==> src/rtl/mips_bus_fabric.sv <==
// Memory-mapped interconnect between the MIPS core data port and NUM_SLAVES
// peripherals. The top SEL_W address bits pick a slave; the fabric holds a
// one-hot select plus a read or write strobe until that slave signals ready,
// then returns a one-cycle m_ready pulse with registered read data. Unmapped
// addresses and slaves that never answer complete with m_err and ERR_DATA.
module mips_bus_fabric #(
  parameter int unsigned          ADDR_W     = 32,
  parameter int unsigned          DATA_W     = 32,
  parameter int unsigned          SEL_W      = 2,
  parameter int unsigned          NUM_SLAVES = 3,
  parameter int unsigned          TIMEOUT    = 16,
  parameter logic [DATA_W-1:0]    ERR_DATA   = 32'hDEAD_BEEF
) (
  input  logic                         clk,
  input  logic                         rst_n,
  // master side
  input  logic                         m_req,
  input  logic [ADDR_W-1:0]            m_addr,
  input  logic                         m_wr_en,
  input  logic [DATA_W-1:0]            m_wr_data,
  output logic [DATA_W-1:0]            m_rd_data,
  output logic                         m_ready,
  output logic                         m_err,
  // slave side
  output logic [NUM_SLAVES-1:0]        s_sel,
  output logic [ADDR_W-SEL_W-1:0]      s_addr,
  output logic [DATA_W-1:0]            s_wr_data,
  output logic                         s_wen,
  output logic                         s_ren,
  input  logic [NUM_SLAVES*DATA_W-1:0] s_rd_data,
  input  logic [NUM_SLAVES-1:0]        s_ready,
  // status
  output logic [7:0]                   err_count
);

  localparam int unsigned     CNT_W        = $clog2(TIMEOUT);
  localparam logic [CNT_W-1:0] CNT_LAST    = CNT_W'(TIMEOUT - 1);
  localparam logic [SEL_W:0]  NUM_SLAVES_W = (SEL_W + 1)'(NUM_SLAVES);

  typedef enum logic [1:0] {
    IDLE   = 2'd0,
    ACCESS = 2'd1,
    RESP   = 2'd2
  } state_t;

  state_t                    r_state;
  logic [ADDR_W-SEL_W-1:0]   r_addr;
  logic                      r_wr_en;
  logic [DATA_W-1:0]         r_wr_data;
  logic [CNT_W-1:0]          r_cnt;
  logic [NUM_SLAVES-1:0]     r_sel;
  logic                      r_wen;
  logic                      r_ren;
  logic                      r_ready;
  logic                      r_err;
  logic [DATA_W-1:0]         r_rd_data;
  logic [7:0]                r_err_count;

  logic [SEL_W-1:0]          w_idx;
  logic                      w_mapped;
  logic [NUM_SLAVES-1:0]     w_onehot;
  logic                      w_sel_ready;
  logic [DATA_W-1:0]         w_sel_rd_data;

  assign w_idx    = m_addr[ADDR_W-1 -: SEL_W];
  assign w_mapped = ({1'b0, w_idx} < NUM_SLAVES_W);

  // Decode the incoming index to one-hot and mux the selected slave's
  // ready/read data using the registered select (only one bit can be set).
  always_comb begin
    // NOTE: every comb output gets a default first so no path leaves it
    // unassigned, which would otherwise infer a latch.
    w_onehot      = '0;
    w_sel_ready   = 1'b0;
    w_sel_rd_data = '0;
    for (int i = 0; i < NUM_SLAVES; i++) begin
      if ({1'b0, w_idx} == (SEL_W + 1)'(i)) w_onehot[i] = 1'b1;
      if (r_sel[i]) begin
        w_sel_ready   = s_ready[i];
        w_sel_rd_data = s_rd_data[i*DATA_W +: DATA_W];
      end
    end
  end

  // Transaction FSM with all master/slave outputs registered.
  always_ff @(posedge clk or negedge rst_n) begin
    if (!rst_n) begin
      r_state     <= IDLE;
      r_addr      <= '0;
      r_wr_en     <= 1'b0;
      r_wr_data   <= '0;
      r_cnt       <= '0;
      r_sel       <= '0;
      r_wen       <= 1'b0;
      r_ren       <= 1'b0;
      r_ready     <= 1'b0;
      r_err       <= 1'b0;
      r_rd_data   <= '0;
      r_err_count <= '0;
    end else begin
      // NOTE: non-blocking assignments so every register samples the
      // pre-edge values and ordering within the block does not matter.
      r_ready <= 1'b0;
      case (r_state)
        IDLE: begin
          if (m_req) begin
            r_addr    <= m_addr[ADDR_W-SEL_W-1:0];
            r_wr_en   <= m_wr_en;
            r_wr_data <= m_wr_data;
            r_cnt     <= '0;
            if (w_mapped) begin
              r_state <= ACCESS;
              r_sel   <= w_onehot;
              r_wen   <= m_wr_en;
              r_ren   <= ~m_wr_en;
            end else begin
              // Nobody answers this window: respond straight away.
              r_state   <= RESP;
              r_ready   <= 1'b1;
              r_err     <= 1'b1;
              r_rd_data <= ERR_DATA;
            end
          end
        end

        ACCESS: begin
          if (w_sel_ready) begin
            r_state   <= RESP;
            r_ready   <= 1'b1;
            r_err     <= 1'b0;
            r_rd_data <= r_wr_en ? '0 : w_sel_rd_data;
            r_sel     <= '0;
            r_wen     <= 1'b0;
            r_ren     <= 1'b0;
          end else if (r_cnt == CNT_LAST) begin
            r_state   <= RESP;
            r_ready   <= 1'b1;
            r_err     <= 1'b1;
            r_rd_data <= ERR_DATA;
            r_sel     <= '0;
            r_wen     <= 1'b0;
            r_ren     <= 1'b0;
          end else begin
            r_cnt <= r_cnt + CNT_W'(1);
          end
        end

        RESP: begin
          // Requests seen here are ignored; IDLE samples the next one.
          r_state <= IDLE;
          if (r_err && (r_err_count != 8'hFF)) r_err_count <= r_err_count + 8'd1;
        end

        default: r_state <= IDLE;
      endcase
    end
  end

  assign m_rd_data = r_rd_data;
  assign m_ready   = r_ready;
  assign m_err     = r_err;
  assign s_sel     = r_sel;
  assign s_addr    = r_addr;
  assign s_wr_data = r_wr_data;
  assign s_wen     = r_wen;
  assign s_ren     = r_ren;
  assign err_count = r_err_count;

endmodule

==> config.mk <==
export PLATFORM = sky130hd
export DESIGN_NAME = mips_bus_fabric
export DESIGN_NICKNAME = d
export VERILOG_FILES = /design/src/rtl/mips_bus_fabric.sv
export SDC_FILE = /design/constraint.sdc
export NUM_CORES = 1
export LEC_CHECK = 0
export CORE_MARGIN = 2
export CORE_UTILIZATION = 29
export CTS_CLUSTER_DIAMETER = 30
export DETAILED_ROUTE_END_ITERATION = 16
export HOLD_SLACK_MARGIN = 0.1
export PLACE_DENSITY = 0.66
export SETUP_SLACK_MARGIN = 0.2
export SYNTH_ARGS = -nofsm -noshare
export SYNTH_HDL_FRONTEND = slang
export SYNTH_SLANG_ARGS = --single-unit
==> constraint.sdc <==
create_clock -name clk -period 2.2 [get_ports clk]
set_input_delay 0.33 -clock clk [delete_from_list [all_inputs] [get_ports clk]]
set_output_delay 0.33 -clock clk [all_outputs]
set_load 0.01 [all_outputs]
Word-level counts from Yosys, hierarchy flattened
Index checks and enable logic that the tools add are counted.
{ "totals": {"ff_bits": 116, "output_inout_bits": 109} }
{ "op_classes": {"add_sub_neg": 2, "eq_ne": 12, "n_bitwise": 1, "reduce_logical": 10, "order_cmp": 1, "muxes": 47} }
{ "op_table": {"columns": ["op", "count"], "rows": [
  ["$mux 32", 8],
  ["$pmux 32 s2", 1],
  ["$mux 1", 20],
  ["$mux 3", 4],
  ["$mux 4", 3],
  ["$reduce_and 4->1", 3],
  ["$ne 2x2->1 const B", 5],
  ["$add 8x1->8 const B", 1],
  ["$mux 2", 4],
  ["$ne 8x8->1 const B", 1],
  ["$pmux 1 s2", 4],
  ["$pmux 4 s2", 1],
  ["$pmux 3 s2", 1],
  ["$reduce_and 2->1", 3],
  ["$add 4x1->4 const B", 1],
  ["$eq 2x1->1 const B", 2],
  ["$eq 2x2->1 const B", 2],
  ["$eq 4x4->1 const B", 1],
  ["$logic_not 2->1", 2],
  ["$pmux 2 s2", 1],
  ["$ne 3x3->1 const B", 1],
  ["$lt 2x2->1 const B", 1],
  ["$reduce_bool 2->1", 1],
  ["$logic_and 1x1->1", 1],
  ["$not 1->1", 1]
]} }

Depth between registers and ports, before layout
Gate-level depths: netlist of the first run.
{ "depth": {"depth_word": 6, "ltp_mapped": 8, "ltp_nobuf": 5} }

Worst setup path before layout of the first run
OpenSTA, ideal clock, no wires.
{ "synth_path": {"kind": "flip-flop to flip-flop", "start": "reg r_sel[1] (netlist: s_sel[1])", "end": "reg r_rd_data[18] (netlist: m_rd_data[18])", "path_buffers": 3, "path_stages_with_launch": 9, "t_arrival_ns": 1.658, "slack_ns": 0.420, "synth_period_minus_slack_ns": 1.780, "cell_sequence": "dfrtp_1 buf_2 and3b_1 o21ai_1 a311o_1 buf_4 inv_4 buf_6 o22a_1"} }
{ "synth_between": {"elab_chain_cells": 5, "word_cells_on_any_way": 9} }
{ "synth_rtl": {"columns": ["element", "line_no", "text"], "rows": [
  ["from (decl)", "51", "logic [NUM_SLAVES-1:0] r_sel;"],
  ["from (signal assigned)", "113", "r_sel <= w_onehot;"],
  ["$mux 32 (2 in series)", "78", "if (r_sel[i]) begin"],
  ["$mux 32", "131", "r_rd_data <= r_wr_en ? '0 : w_sel_rd_data;"],
  ["$mux 32", "127", "if (w_sel_ready) begin"],
  ["$pmux 32 s2", "104", "case (r_state)"],
  ["to (signal assigned)", "131", null],
  ["to (decl)", "56", "logic [DATA_W-1:0] r_rd_data;"]
]} }
Several ways; a longest one is shown, not always the timed one.
A chain may end at the register's enable or synchronous reset.

Worst setup path after layout of the first run
{ "layout_path": {"start": "reg r_sel[2] (netlist: s_sel[2])", "end": "out s_sel[2]"} }
{ "layout_lines": {"columns": ["element", "line_no", "text"], "rows": [
  ["to (decl)", "25", "output logic [NUM_SLAVES-1:0] s_sel,"]
]} }
No word-level cell between the ends.

==> metrics.csv, run 1 <==
metric;value;unit
yosysUniqueCellTypes;43;
fmax;520;MHz
critPathMaxFanout;33;
cts_inserted_buffers;17;
path_class;register to output port;
synthCells;545;
leakagePower;3.88;nW
die_y;137;µm
synth_fp_nets;714;
nets;992;
tns;0;ns
routed_wl;17000;µm
slew_headroom;0.642;
skew;0.00594;ns
clk_pin_slew;0.05;ns
layout_min_cycle_time;1.92;ns
worst_ep_required_time;1.87;ns
peakVddDrop;0.642;mV
holdPathEnd;s_addr[4];
synthAdderAreaFrac;0.00484;
htreeDepth;4;
fin_ws;0.279;ns
clockRootBuffer;clkbuf_16;
grt.total_usage;0.175;
placedCellCount;1027;
viasPerCell;4.73;
ys_ff_latch;116;
synthMuxAreaShare;0.00823;
place_hpwl;12400;µm
antenna_found_initial;0;
min_path_cells;3;
final_hold_viol_count;0;
synth.cell_area;5170;µm²
reg2reg_from;r_state[0];
status;finished, final reports clean;
drtIter0Drc;135;
hold_class;primary input to register;
p_per_area;1370;nW/µm²
synth-seq-area-share;0.562;
port_buffers;275;
tightest_slew;0.538;ns
final_cell_mix;clkdlybuf4s50_1 (274), nand2_1 (203), dfrtp_1 (115), nor2b_1 (27);
area_growth;71.1;%
core;17400;µm²
grt_pass1_wl;25300;µm
power;12.1;mW
fillCellCount;1663;
syn_area_per_cell;9.48;µm²
endpoint_kind;output port;
diodes;0;
fin_cells;1060;
vias;5012;
drive_above_1_share;0.0683;
die_w;137;µm
final_area;8840;µm²
regToRegSetupSlack;0.36;ns
hold_slack;0.451;ns
io_pins;276;
dp_slack;0.0338;ns
drc;0;
synth_compound_area_frac;0.148;
clockBufferDepth;2;
rows;48;
initial_core_util;0.298;
yosysWarnings;0;
crit_path_start_kind;register;
hp-start;m_addr[4];
synthXorXnorAreaFrac;0.00678;
gp_congestion;0.766;
worstReg2RegEnd;m_rd_data[20];
finish.utilization;0.509;
rsz0062_at_grt;false;
dieArea;18900;µm²
drt_first_pass_iters;5;
slew_viol_final;0;
ant_nets;0;
r2r_cells;5;
routedWlPerCell;16.1;µm
setup_viol;0;
placed_cell_area;8230;µm²
grt_start_max_net_pins;55;
grt_pass1_vias;4755;
cap_violations;0;
cts_tree;yes;
arrival;1.59;ns
synth_top_family_by_area;simple AND/OR/NAND/NOR gates;
clk-insertion-delay-late;0.40;ns
clkSinkCount;116;
grt_overflow;0;
synthSimpleGateAreaFrac;0.234;
fin_crit_sh;0.873;
layout_commonest_cell;clkdlybuf4s50_1;
[cells by family (layout without fill, tap and decap cells)]
kind of cell             after synthesis  count (layout)
AO/OA/AOI/OAI                         96              96
adder cells (fa/ha/maj)                2               2
buffers and inverters                 43             333
XOR/XNOR                               4               4
AND/OR/NAND/NOR                      280             280
multiplexers                           4               4
flip-flops                           116             116
[worst max-delay path, cell delays in order, from the launching register on]
cell and delay [ns]:
dfrtp_2 0.43, buf_12 0.20, clkdlybuf4s50_1 0.55
[worst max path at each step]
stage          startpoint       endpoint  cells past startpoint
2_1_floorplan    s_sel[1]  m_rd_data[18]                      8
3_3_place_gp        m_req  m_rd_data[29]                      6
3_5_place_dp        m_req   m_rd_data[4]                      6
4_1_cts          s_sel[1]       s_sel[1]                      2
5_1_grt          s_sel[2]       s_sel[2]                      2
6_report         s_sel[2]       s_sel[2]                      2
[layer usage]
layer	global-route usage	vias up	share of wire
met1	0.208	2336	0.40
met4	0.0556	0	0.011
met3	0.0784	14	0.12
met5	0	-	0
li1	-	2438	-
met2	0.286	224	0.47
[repair_timing]
item	4_1_cts	5_1_grt
hold endpoints to repair	36	0
gates cloned	1	0
buffers inserted	0	0
pin swaps	0	0
hold buffers	1	0
gates resized for setup	0	1
setup endpoints to repair	1	1
[where the power goes]
part           switching [mW]  total [mW]  internal [mW]
logic                    2.68        5.76           3.09
clock network           0.952        2.66           1.71
registers               0.603        3.71           3.11
[synth_stat cells]
cell type | count | share of area
a211oi_1 | 1 | 0.0015
a22oi_1 | 8 | 0.012
xnor2_1 | 1 | 0.0017
and3_1 | 1 | 0.0012
nor2_1 | 4 | 0.0029
a311o_1 | 1 | 0.0019
buf_4 | 1 | 0.0015
nor2b_1 | 28 | 0.034
ha_1 | 2 | 0.0048
o21ai_1 | 1 | 0.00097
mux2i_1 | 2 | 0.0039
inv_4 | 1 | 0.0012
mux2_2 | 2 | 0.0044
o2bb2ai_1 | 1 | 0.0017
nor3_1 | 24 | 0.023
inv_1 | 5 | 0.0036
a21oi_1 | 4 | 0.0039
o211a_1 | 1 | 0.0019
nor3b_4 | 1 | 0.0036
a21o_1 | 1 | 0.0015
nand2b_1 | 3 | 0.0036
buf_2 | 2 | 0.0019
dfrtp_1 | 116 | 0.56
nor4_1 | 3 | 0.0036
a221oi_1 | 24 | 0.041
nand4_1 | 1 | 0.0012
a22o_1 | 8 | 0.014
nand3b_1 | 1 | 0.0015
or3_1 | 1 | 0.0012
clkbuf_1 | 30 | 0.022
nand2_1 | 204 | 0.15
o311ai_0 | 1 | 0.0017
a31oi_1 | 4 | 0.0048
o21ai_0 | 10 | 0.0097
and3b_1 | 2 | 0.0034
o211ai_1 | 1 | 0.0015
buf_6 | 2 | 0.0044
nand3_1 | 7 | 0.0068
o22a_1 | 24 | 0.041
xor2_1 | 3 | 0.0051
buf_1 | 2 | 0.0015
o21a_1 | 2 | 0.0029
a32o_1 | 4 | 0.0077
[area by class of cell]
cell class | count | area [µm²] | area share
Timing Repair Buffer | 296 | 2980 | 0.337
Tap cell | 225 | 282 | 0.0318
Clock inverter | 10 | 108 | 0.0122
Clock buffer | 21 | 460 | 0.0521
Inverter | 6 | 25.0 | 0.00283
Sequential cell | 116 | 2900 | 0.329
Multi-Input combinational cell | 386 | 2080 | 0.236
[flip-flops by register name, indices dropped and copies added (netlist names)]
name,cells
err_count,8
m_err,1
m_rd_data,32
m_ready,1
r_cnt,4
r_state,2
r_wr_en,1
s_addr,30
s_ren,1
s_sel,3
s_wen,1
s_wr_data,32
Power figures use the tool's default switching activity.
==> run 2, diff against run 1 <==
--- a/config.mk
+++ b/config.mk
@@ -6,11 +6,11 @@
 export NUM_CORES = 1
 export LEC_CHECK = 0
 export CORE_MARGIN = 2
-export CORE_UTILIZATION = 29
+export CORE_UTILIZATION = 36
 export CTS_CLUSTER_DIAMETER = 30
 export DETAILED_ROUTE_END_ITERATION = 16
 export HOLD_SLACK_MARGIN = 0.1
-export PLACE_DENSITY = 0.66
+export PLACE_DENSITY = 0.79
 export SETUP_SLACK_MARGIN = 0.2
 export SYNTH_ARGS = -nofsm -noshare
 export SYNTH_HDL_FRONTEND = slang
==> run 2 against run 1 <==
Compared with the run above:
- cell area is 1.2% lower
- total power is 2.3% lower
- global-route usage is 3.4 points higher
- setup slack better by 0.00050 ns
==> metrics.csv, run 2 (synthesized netlist as in run 1, its figures left out) <==
metric;value;unit
initial_core_util;0.371;
clkSinkCount;116;
tightest_slew;0.778;ns
slew_viol_final;0;
dp_slack;0.0631;ns
cts_tree;yes;
viasPerCell;4.87;
fin_ws;0.279;ns
layout_min_cycle_time;1.92;ns
final_cell_mix;clkdlybuf4s50_1 (273), nand2_1 (203), dfrtp_1 (115), nor2b_1 (27);
path_class;register to output port;
die_w;124;µm
clk-insertion-delay-late;0.41;ns
tns;0;ns
vias;4924;
layout_commonest_cell;clkdlybuf4s50_1;
grt.total_usage;0.209;
htreeDepth;4;
rows;43;
grt_overflow;0;
peakVddDrop;0.649;mV
status;finished, final reports clean;
arrival;1.59;ns
p_per_area;1360;nW/µm²
slew_headroom;0.480;
ant_nets;0;
cts_inserted_buffers;17;
drive_above_1_share;0.0650;
worst_ep_required_time;1.87;ns
drc;0;
fin_cells;1011;
die_y;124;µm
grt_start_max_net_pins;44;
setup_viol;0;
skew;0.00788;ns
io_pins;276;
clockBufferDepth;2;
port_buffers;275;
clk_pin_slew;0.06;ns
leakagePower;3.86;nW
grt_pass1_wl;24400;µm
hold_class;primary input to register;
routed_wl;16000;µm
crit_path_start_kind;register;
drt_first_pass_iters;6;
place_hpwl;11500;µm
hold_slack;0.443;ns
antenna_found_initial;0;
nets;989;
dieArea;15300;µm²
placedCellCount;980;
cap_violations;0;
fin_crit_sh;0.873;
critPathMaxFanout;39;
routedWlPerCell;15.9;µm
grt_pass1_vias;4931;
gp_congestion;0.770;
area_growth;69.0;%
rsz0062_at_grt;true;
endpoint_kind;output port;
fmax;521;MHz
drtIter0Drc;164;
core;13900;µm²
diodes;0;
clockRootBuffer;clkbuf_16;
final_hold_viol_count;0;
## run 2: metal layers
layer	track usage	vias up	wire, µm
li1	-	2425	-
met1	0.251	2276	6550
met2	0.337	198	7570
met3	0.0778	25	1560
met4	0.0902	0	373
met5	0	-	0
## run 2: cell type report
class / count / area, µm²
clock buffer: 20 / 457
multi-input combinational: 386 / 2090
sequential: 116 / 2900
tap: 180 / 225
timing repair buffer: 293 / 2950
inverter: 6 / 25.0
fill: 1133 / 5200
clock inverter: 10 / 85.1
## run 2: path summary, 6_finish.rpt
kind,cells past startpoint,startpoint,slack (ns),end
max,2,s_sel[2],0.28,s_sel[2]
min,3,m_addr[8],0.44,s_addr[8]
max reg2reg,6,s_sel[1],0.32,m_rd_data[31]
min reg2reg,2,s_wr_data[12],0.47,s_wr_data[12]
max in group asynchronous,3,rst_n,1.08,s_wr_data[21]
min in group asynchronous,2,rst_n,0.47,s_addr[24]
## run 2: report_power, final
part / internal [mW] / switching (mW)
Sequential: 3.11 / 0.615
Clock: 1.58 / 0.953
Combinational: 3.03 / 2.57
## run 2: through the flow
stage | power, mW | utilization | area [µm²]
final | 11.9 | 0.627 | 8730
after global routing | 12.7 | 0.627 | 8730
after CTS | 12.0 | 0.626 | 8720
after detailed placement | 9.37 | 0.585 | 8150
after global placement | 9.25 | 0.585 | 8150
after floorplan | 6.45 | - | 5170
## run 2: worst max-delay path, cell delays in order, from the launching register on
cell and delay [ns]:
dfrtp_2 0.41, buf_12 0.19, clkdlybuf4s50_1 0.56
## run 2: repair_timing
item | 4_1_cts | 5_1_grt
endpoints found under the hold margin | 40 | 0
pin swaps | 0 | 1
setup buffers | 0 | 0
endpoints found under the setup margin | 34 | 34
cloned | 0 | 0
hold buffers | 1 | 0
gates resized for setup | 3 | 4
